<file path="src/rtl/alu_ctrl_seq_pkg.sv">
// alu_ctrl_seq_pkg: shared constants for the EX-stage ALU control path.
//   - ALUOp encodings from the main decoder
//   - {funct7,funct3} and funct3 codes recognised by the decoder
//   - ALU control codes. New codes extend the original set in place so
//     the existing ALU keeps working unchanged.
//   - sequencer FSM states, decoder result struct, is_multicycle helper
package alu_ctrl_seq_pkg;

   typedef enum logic [1:0] {
      ALUOP_MEM = 2'b00,   // lw/sw address add
      ALUOP_BEQ = 2'b01,   // branch compare
      ALUOP_R   = 2'b10,
      ALUOP_I   = 2'b11
   } alu_op_t;

   // R-type {funct7,funct3}
   localparam logic [9:0] F_AND = 10'b0000000_111;
   localparam logic [9:0] F_OR  = 10'b0000000_110;
   localparam logic [9:0] F_XOR = 10'b0000000_100;
   localparam logic [9:0] F_SLL = 10'b0000000_001;
   localparam logic [9:0] F_SRL = 10'b0000000_101;
   localparam logic [9:0] F_SRA = 10'b0100000_101;
   localparam logic [9:0] F_SLT = 10'b0000000_010;
   localparam logic [9:0] F_ADD = 10'b0000000_000;
   localparam logic [9:0] F_SUB = 10'b0100000_000;
   localparam logic [9:0] F_MUL = 10'b0000001_000;
   localparam logic [9:0] F_DIV = 10'b0000001_100;
   localparam logic [9:0] F_REM = 10'b0000001_110;

   // I-type funct3
   localparam logic [2:0] F3_ADDI = 3'b000;
   localparam logic [2:0] F3_SLLI = 3'b001;
   localparam logic [2:0] F3_SLTI = 3'b010;
   localparam logic [2:0] F3_XORI = 3'b100;
   localparam logic [2:0] F3_SRXI = 3'b101;
   localparam logic [2:0] F3_ORI  = 3'b110;
   localparam logic [2:0] F3_ANDI = 3'b111;

   localparam logic [6:0] F7_BASE = 7'b0000000;
   localparam logic [6:0] F7_ALT  = 7'b0100000;

   typedef enum logic [3:0] {
      ALU_AND = 4'b0000,
      ALU_OR  = 4'b0001,
      ALU_ADD = 4'b0010,
      ALU_XOR = 4'b0011,
      ALU_SLL = 4'b0100,
      ALU_SRL = 4'b0101,
      ALU_SUB = 4'b0110,
      ALU_SRA = 4'b0111,
      ALU_SLT = 4'b1000,
      ALU_MUL = 4'b1001,
      ALU_DIV = 4'b1010,
      ALU_REM = 4'b1011
   } alu_code_t;

   typedef enum logic [1:0] {
      ST_IDLE = 2'd0,
      ST_BUSY = 2'd1,
      ST_DONE = 2'd2
   } seq_state_t;

   typedef struct packed {
      alu_code_t ctrl;
      logic      illegal;
      logic      is_mul;
      logic      is_div;   // DIV or REM
   } dec_t;

   // An op only needs the sequencer when its unit takes more than one cycle.
   function automatic logic is_multicycle(input dec_t d, input int mul_lat,
                                          input int div_lat);
      return (d.is_mul && (mul_lat > 1)) || (d.is_div && (div_lat > 1));
   endfunction

endpackage

</file>
<file path="src/rtl/alu_ctrl_decode.sv">
// alu_ctrl_decode: pure combinational ALU control decoder.
//   alu_op  in  2   ALUOp from the main decoder
//   funct   in  10  {funct7,funct3}
//   dec     out     {ctrl, illegal, is_mul, is_div}
// Undecodable codes fall back to ADD with illegal set.
module alu_ctrl_decode
   import alu_ctrl_seq_pkg::*;
(
   input  logic [1:0] alu_op,
   input  logic [9:0] funct,
   output dec_t       dec
);

   logic [6:0] f7;
   logic [2:0] f3;

   assign f7 = funct[9:3];
   assign f3 = funct[2:0];

   always_comb begin
      dec.ctrl    = ALU_ADD;
      dec.illegal = 1'b0;
      dec.is_mul  = 1'b0;
      dec.is_div  = 1'b0;
      case (alu_op)
         ALUOP_MEM: dec.ctrl = ALU_ADD;
         ALUOP_BEQ: dec.ctrl = ALU_SUB;
         ALUOP_R: begin
            case (funct)
               F_AND:   dec.ctrl = ALU_AND;
               F_OR:    dec.ctrl = ALU_OR;
               F_XOR:   dec.ctrl = ALU_XOR;
               F_SLL:   dec.ctrl = ALU_SLL;
               F_SRL:   dec.ctrl = ALU_SRL;
               F_SRA:   dec.ctrl = ALU_SRA;
               F_SLT:   dec.ctrl = ALU_SLT;
               F_ADD:   dec.ctrl = ALU_ADD;
               F_SUB:   dec.ctrl = ALU_SUB;
               F_MUL: begin
                  dec.ctrl   = ALU_MUL;
                  dec.is_mul = 1'b1;
               end
               F_DIV: begin
                  dec.ctrl   = ALU_DIV;
                  dec.is_div = 1'b1;
               end
               F_REM: begin
                  dec.ctrl   = ALU_REM;
                  dec.is_div = 1'b1;
               end
               default: dec.illegal = 1'b1;
            endcase
         end
         default: begin  // ALUOP_I: funct7 only matters for the shift-right pair
            case (f3)
               F3_ADDI: dec.ctrl = ALU_ADD;
               F3_SLLI: dec.ctrl = ALU_SLL;
               F3_SLTI: dec.ctrl = ALU_SLT;
               F3_XORI: dec.ctrl = ALU_XOR;
               F3_ORI:  dec.ctrl = ALU_OR;
               F3_ANDI: dec.ctrl = ALU_AND;
               F3_SRXI: begin
                  if (f7 == F7_ALT)
                     dec.ctrl = ALU_SRA;
                  else if (f7 == F7_BASE)
                     dec.ctrl = ALU_SRL;
                  else
                     dec.illegal = 1'b1;
               end
               default: dec.illegal = 1'b1;
            endcase
         end
      endcase
   end

endmodule

</file>
<file path="src/rtl/alu_ctrl_seq.sv">
// alu_ctrl_seq: registered ALU control decoder with multi-cycle sequencer.
//   clk_i         in   clock, rising edge
//   rst_i         in   async active-low reset
//   valid_i       in   new instruction presented in EX
//   funct_i       in   {funct7,funct3}
//   ALUOp_i       in   00 lw/sw, 01 beq, 10 R-type, 11 I-type
//   flush_i       in   squash current EX op (wins over valid_i)
//   ALUCtrl_o     out  registered ALU control code
//   ctrl_valid_o  out  ALUCtrl_o holds a live op
//   busy_o        out  multi-cycle op in progress (stall upstream)
//   done_o        out  one-cycle pulse, multi-cycle result valid
//   illegal_o     out  last captured op was undecodable
// A multi-cycle op with latency LAT spends LAT-1 cycles in BUSY and one in
// DONE; a new op may be captured during DONE for back-to-back issue.
module alu_ctrl_seq
   import alu_ctrl_seq_pkg::*;
#(
   parameter int CTRL_W  = 4,
   parameter int MUL_LAT = 4,
   parameter int DIV_LAT = 32,
   parameter int CNT_W   = $clog2(((MUL_LAT > DIV_LAT) ? MUL_LAT : DIV_LAT) + 1)
)(
   input  logic              clk_i,
   input  logic              rst_i,
   input  logic              valid_i,
   input  logic [9:0]        funct_i,
   input  logic [1:0]        ALUOp_i,
   input  logic              flush_i,
   output logic [CTRL_W-1:0] ALUCtrl_o,
   output logic              ctrl_valid_o,
   output logic              busy_o,
   output logic              done_o,
   output logic              illegal_o
);

   // Counter is loaded with LAT-2 so that counting down to 0 yields LAT-1
   // busy cycles.
   localparam logic [CNT_W-1:0] MUL_LOAD = CNT_W'((MUL_LAT > 1) ? MUL_LAT - 2 : 0);
   localparam logic [CNT_W-1:0] DIV_LOAD = CNT_W'((DIV_LAT > 1) ? DIV_LAT - 2 : 0);

   dec_t              dec;
   seq_state_t        state_q, state_d;
   logic [CNT_W-1:0]  cnt_q, cnt_d;
   logic [CTRL_W-1:0] ctrl_q, ctrl_d;
   logic              cv_q, cv_d;
   logic              ill_q, ill_d;

   alu_ctrl_decode u_decode (
      .alu_op (ALUOp_i),
      .funct  (funct_i),
      .dec    (dec)
   );

   always_ff @(posedge clk_i or negedge rst_i) begin
      if (!rst_i) begin
         state_q <= ST_IDLE;
         cnt_q   <= '0;
         ctrl_q  <= CTRL_W'(ALU_ADD);
         cv_q    <= 1'b0;
         ill_q   <= 1'b0;
      end else begin
         state_q <= state_d;
         cnt_q   <= cnt_d;
         ctrl_q  <= ctrl_d;
         cv_q    <= cv_d;
         ill_q   <= ill_d;
      end
   end

   always_comb begin
      state_d = state_q;
      cnt_d   = cnt_q;
      ctrl_d  = ctrl_q;
      cv_d    = cv_q;
      ill_d   = ill_q;
      if (flush_i) begin
         // ALUCtrl_o deliberately held; only the liveness flags drop.
         state_d = ST_IDLE;
         cnt_d   = '0;
         cv_d    = 1'b0;
         ill_d   = 1'b0;
      end else begin
         case (state_q)
            ST_IDLE, ST_DONE: begin
               if (valid_i) begin
                  ctrl_d = CTRL_W'(dec.ctrl);
                  ill_d  = dec.illegal;
                  cv_d   = 1'b1;
                  if (is_multicycle(dec, MUL_LAT, DIV_LAT)) begin
                     state_d = ST_BUSY;
                     cnt_d   = dec.is_mul ? MUL_LOAD : DIV_LOAD;
                  end else begin
                     state_d = ST_IDLE;
                  end
               end else begin
                  state_d = ST_IDLE;
                  cv_d    = 1'b0;
               end
            end
            ST_BUSY: begin
               // Leaving at 0 means the counter never underflows.
               if (cnt_q == '0)
                  state_d = ST_DONE;
               else
                  cnt_d = cnt_q - CNT_W'(1);
            end
            default: state_d = ST_IDLE;
         endcase
      end
   end

   assign ALUCtrl_o    = ctrl_q;
   assign ctrl_valid_o = cv_q;
   assign illegal_o    = ill_q;
   assign busy_o       = (state_q == ST_BUSY);
   assign done_o       = (state_q == ST_DONE);

endmodule

</file>
<file path="config.mk">
export PLATFORM = sky130hd
export DESIGN_NAME = alu_ctrl_seq
export DESIGN_NICKNAME = d
export VERILOG_FILES = /design/src/rtl/alu_ctrl_seq_pkg.sv /design/src/rtl/alu_ctrl_decode.sv /design/src/rtl/alu_ctrl_seq.sv
export SDC_FILE = /design/constraint.sdc
export NUM_CORES = 1
export LEC_CHECK = 0
export ABC_CLOCK_PERIOD_IN_PS = 1500
export BUFFER_PORTS_ARGS = -buffer_cell sky130_fd_sc_hd__buf_2
export CAP_MARGIN = 30
export CORE_MARGIN = 2
export CORE_UTILIZATION = 40
export CTS_CLUSTER_DIAMETER = 100
export DETAILED_ROUTE_END_ITERATION = 6
export GPL_TIMING_DRIVEN = 0
export PLACE_DENSITY = 0.62
export SYNTH_ARGS = -nofsm -noshare
export SYNTH_HDL_FRONTEND = slang
export SYNTH_SLANG_ARGS = --single-unit
</file>
<file path="constraint.sdc">
create_clock -name clk_i -period 1.5 [get_ports clk_i]
set_input_delay 0.075 -clock clk_i [delete_from_list [all_inputs] [get_ports clk_i]]
set_output_delay 0.075 -clock clk_i [all_outputs]
set_load 0.01 [all_outputs]
</file>
==> qor.yml <==
outcome:
  status: "finished, final reports clean"
floorplanning:
  initial_utilization_pct: 42.1
  core_area_um2: 2480
  placementRows: 18
  die_w_um: 55.1
  num_io_pins: 24
  die_area_um2: 3030
  die_h_um: 55.1
placed_design:
  placed_area_um2: 1190
  dp_hpwl_mm: 1.92
  dpl_worst_slack_ns: -0.221
  routabilityCongestion: 0.903
  portBuffers: 22
sta:
  clock.fmax_ghz: 0.688
  relSlewSlack_pct: 55.4
  min_period_ns: 1.45
  max_slew.worst_pin.slew_ns: 0.664
  min_period_over_period_pct: 96.9
  worst_slack_ns: 0.0470
  finClkSkew_ns: 0.00460
  slew_viol_final: 0
  fin_setup_tns_ns: 0
  setup_viol: 0
  final_hold_viol_count: 0
  whs_ns: 0.0811
setup_path:
  path_cells: "inv_2 -> ha_4 -> a31oi_4 -> a41o_4 -> a21oi_1 -> nor3_2"
  path_max_fanout: 6
  r2r_slack_ns: 0.05
  arrival_ns: 1.61
  path_delay_family: "compound AO/OA/AOI/OAI gates"
  start_kind: "flip-flop"
  critPathBufInv: 1
  slowest_stage: "dfrtp_1"
  max_stage_delay_ns: 0.43
  path_class: "flip-flop to flip-flop"
  crit_required_ns: 1.66
  cp-end-kind: "flip-flop"
final_layout:
  antenna_cells: 0
  fill_cells: 238
  layout_commonest_cell: "buf_2"
  drive_above_1_share_pct: 34.6
  register_area_um2: 354
  layout_common_cells: "22 x buf_2, 13 x nor2_1, 11 x dfrtp_1, 11 x nand2_1"
  fin_area_um2: 1380
  multi_input_area_um2: 772
  area_growth_pct: 32.5
  final_nets: 181
  utilization_pct: 55.8
yosys:
  synth.ff_latch_count: 14
  synth_top_cell_by_area: "dfrtp_1"
  synthArstFlopShare_pct: 100
  synth_cells: 133
  synth_top_area_share_pct: 31.2
  synthFlopType: "dfrtp_1"
  synth_area_um2: 1040
  yosysUniqueCellTypes: 41
  avgSynthCellArea_um2: 7.85
  synth_edf_count: 0
  ys_seq_area_share_pct: 33.7
  synth_fp_nets: 151
  yosysWarnings: 0
  synth_area_leaders: "dfrtp_1 31%, nor2b_1 6.0%, a21oi_1 5.8%, nor2_1 5.8%, nor3_1 4.3%"
routing:
  viasPerCell: 5.71
  drc: 0
  drt_iter0_drc: 35
  dr.pass1.iters: 4
  drtAntennaViolNets: 0
  drt-wirelength-per-cell_um: 14.5
  vias: 1096
  totalWireLength_mm: 2.79
pwr:
  p_leak_nw: 0.571
  peakVddDrop_v: 0.000650
  powerDensity_nw_per_um2: 617
global_routing:
  grt_usage_pct: 20.6
  grt_max_degree: 15
  antenna_found_initial: 0
  grt_first_pass_wirelength_mm: 4.38
  grt-ovfl-total: 0
  grt_pass1_vias: 938
run:
  max_cap_violations: 0
clock_network:
  cts_buffers: 3
  clk_latency_ns: 0.29
  cts_tree: "yes"
  clockBufferDepth: 2
  htreeDepth: 1
  cts_sinks: 14
  clk_pin_slew_worst_paths_ns: 0.09
  cts_root_buf: "clkbuf_4"
hold_path:
  hold_class: "input pin to flip-flop"
==> Yosys cell counts (2+ instances only) <==
cell / instances
nor2_1: 16
dfrtp_1: 13
a21oi_1: 12
nand2_1: 11
nor2b_1: 10
nor3_1: 9
clkbuf_1: 5
inv_1: 5
o21ai_0: 5
nand2b_1: 4
a31oi_1: 3
nand4_1: 3
o211ai_1: 3
a211oi_1: 2
a21o_1: 2
ha_1: 2
inv_2: 2
nand3_1: 2
o21ai_1: 2
==> worst reg2reg max path, delay by kind of cell (launching register included) <==
family          cells  cell delay [ns]
buf+inv             1             0.10
compound gates      3             0.58
fa+ha+maj           1             0.15
simple gates        1             0.07
flops               1             0.43
==> repair_timing <==
item                                    CTS  global route
gates resized for setup                   7            22
hold endpoints to repair                 14             0
setup buffers                             1             1
pin swaps                                 5             6
hold buffers                              1             0
endpoints found under the setup margin    6             5
==> through the flow <==
stage          total power [mW]  cells
3_3_place_gp              0.561    185
4_1_cts                   0.852    191
5_1_grt                   0.909    192
3_5_place_dp              0.564    185
2_1_floorplan             0.499    133
6_report                  0.853    192
==> sequential cells by signal (all words and copies together), names as in the netlist <==
| register | cells |
|---|---|
| cnt_q | 6 |
| ALUCtrl_o | 4 |
| ctrl_valid_o | 1 |
| state_q | 2 |
| illegal_o | 1 |
==> layout make-up <==
| type | count | area share [%] |
|---|---|---|
| Clock buffer | 4 | 2.62 |
| Sequential cell | 14 | 25.6 |
| Tap cell | 30 | 2.71 |
| Inverter | 7 | 2.08 |
| Timing Repair Buffer | 25 | 9.77 |
| Multi-Input combinational cell | 107 | 55.8 |
| Buffer | 5 | 1.36 |
==> report_power, final <==
part / switching, mW / internal, mW / total, mW
clock: 0.137 / 0.148 / 0.285
sequential: 0.00592 / 0.390 / 0.396
combinational: 0.106 / 0.0667 / 0.173
total: 0.249 / 0.605 / 0.853
==> path summary, 6_finish.rpt <==
path                                     startpoint                  endpoint  cells after the start
max reg2reg                    cnt_q[0]$_DFFE_PN0P_      cnt_q[4]$_DFFE_PN0P_                      6
min reg2reg                ALUCtrl_o[0]$_DFFE_PN0P_  ALUCtrl_o[0]$_DFFE_PN0P_                      2
min in group asynchronous                     rst_i  ALUCtrl_o[2]$_DFFE_PN0P_                      2
min                                      ALUOp_i[1]  ALUCtrl_o[3]$_DFFE_PN0P_                      3
max in group asynchronous                     rst_i  ALUCtrl_o[1]$_DFFE_PN1P_                      2
max                            cnt_q[0]$_DFFE_PN0P_      cnt_q[4]$_DFFE_PN0P_                      6
==> cells by family (layout without fill, tap and decap cells) <==
kind of cell             after synthesis  count (layout)  share of synthesized area, %
multiplexers                           1               1                         0.959
flip-flops                            14              14                          33.7
AND/OR/NAND/NOR                       63              63                          31.7
XOR/XNOR                               1               1                         0.839
buffers and inverters                 12              41                          4.32
AO/OA/AOI/OAI                         40              40                          26.1
adder cells (fa/ha/maj)                2               2                          2.40
==> per-layer routing <==
layer	vias up	GRT usage [%]	routed length (um)
li1	541	-	-
met1	514	26.1	1110
met2	34	35.3	1460
met3	7	4.84	166
met4	0	4.88	56
met5	-	0	0
(Power assumes the default switching activity.)
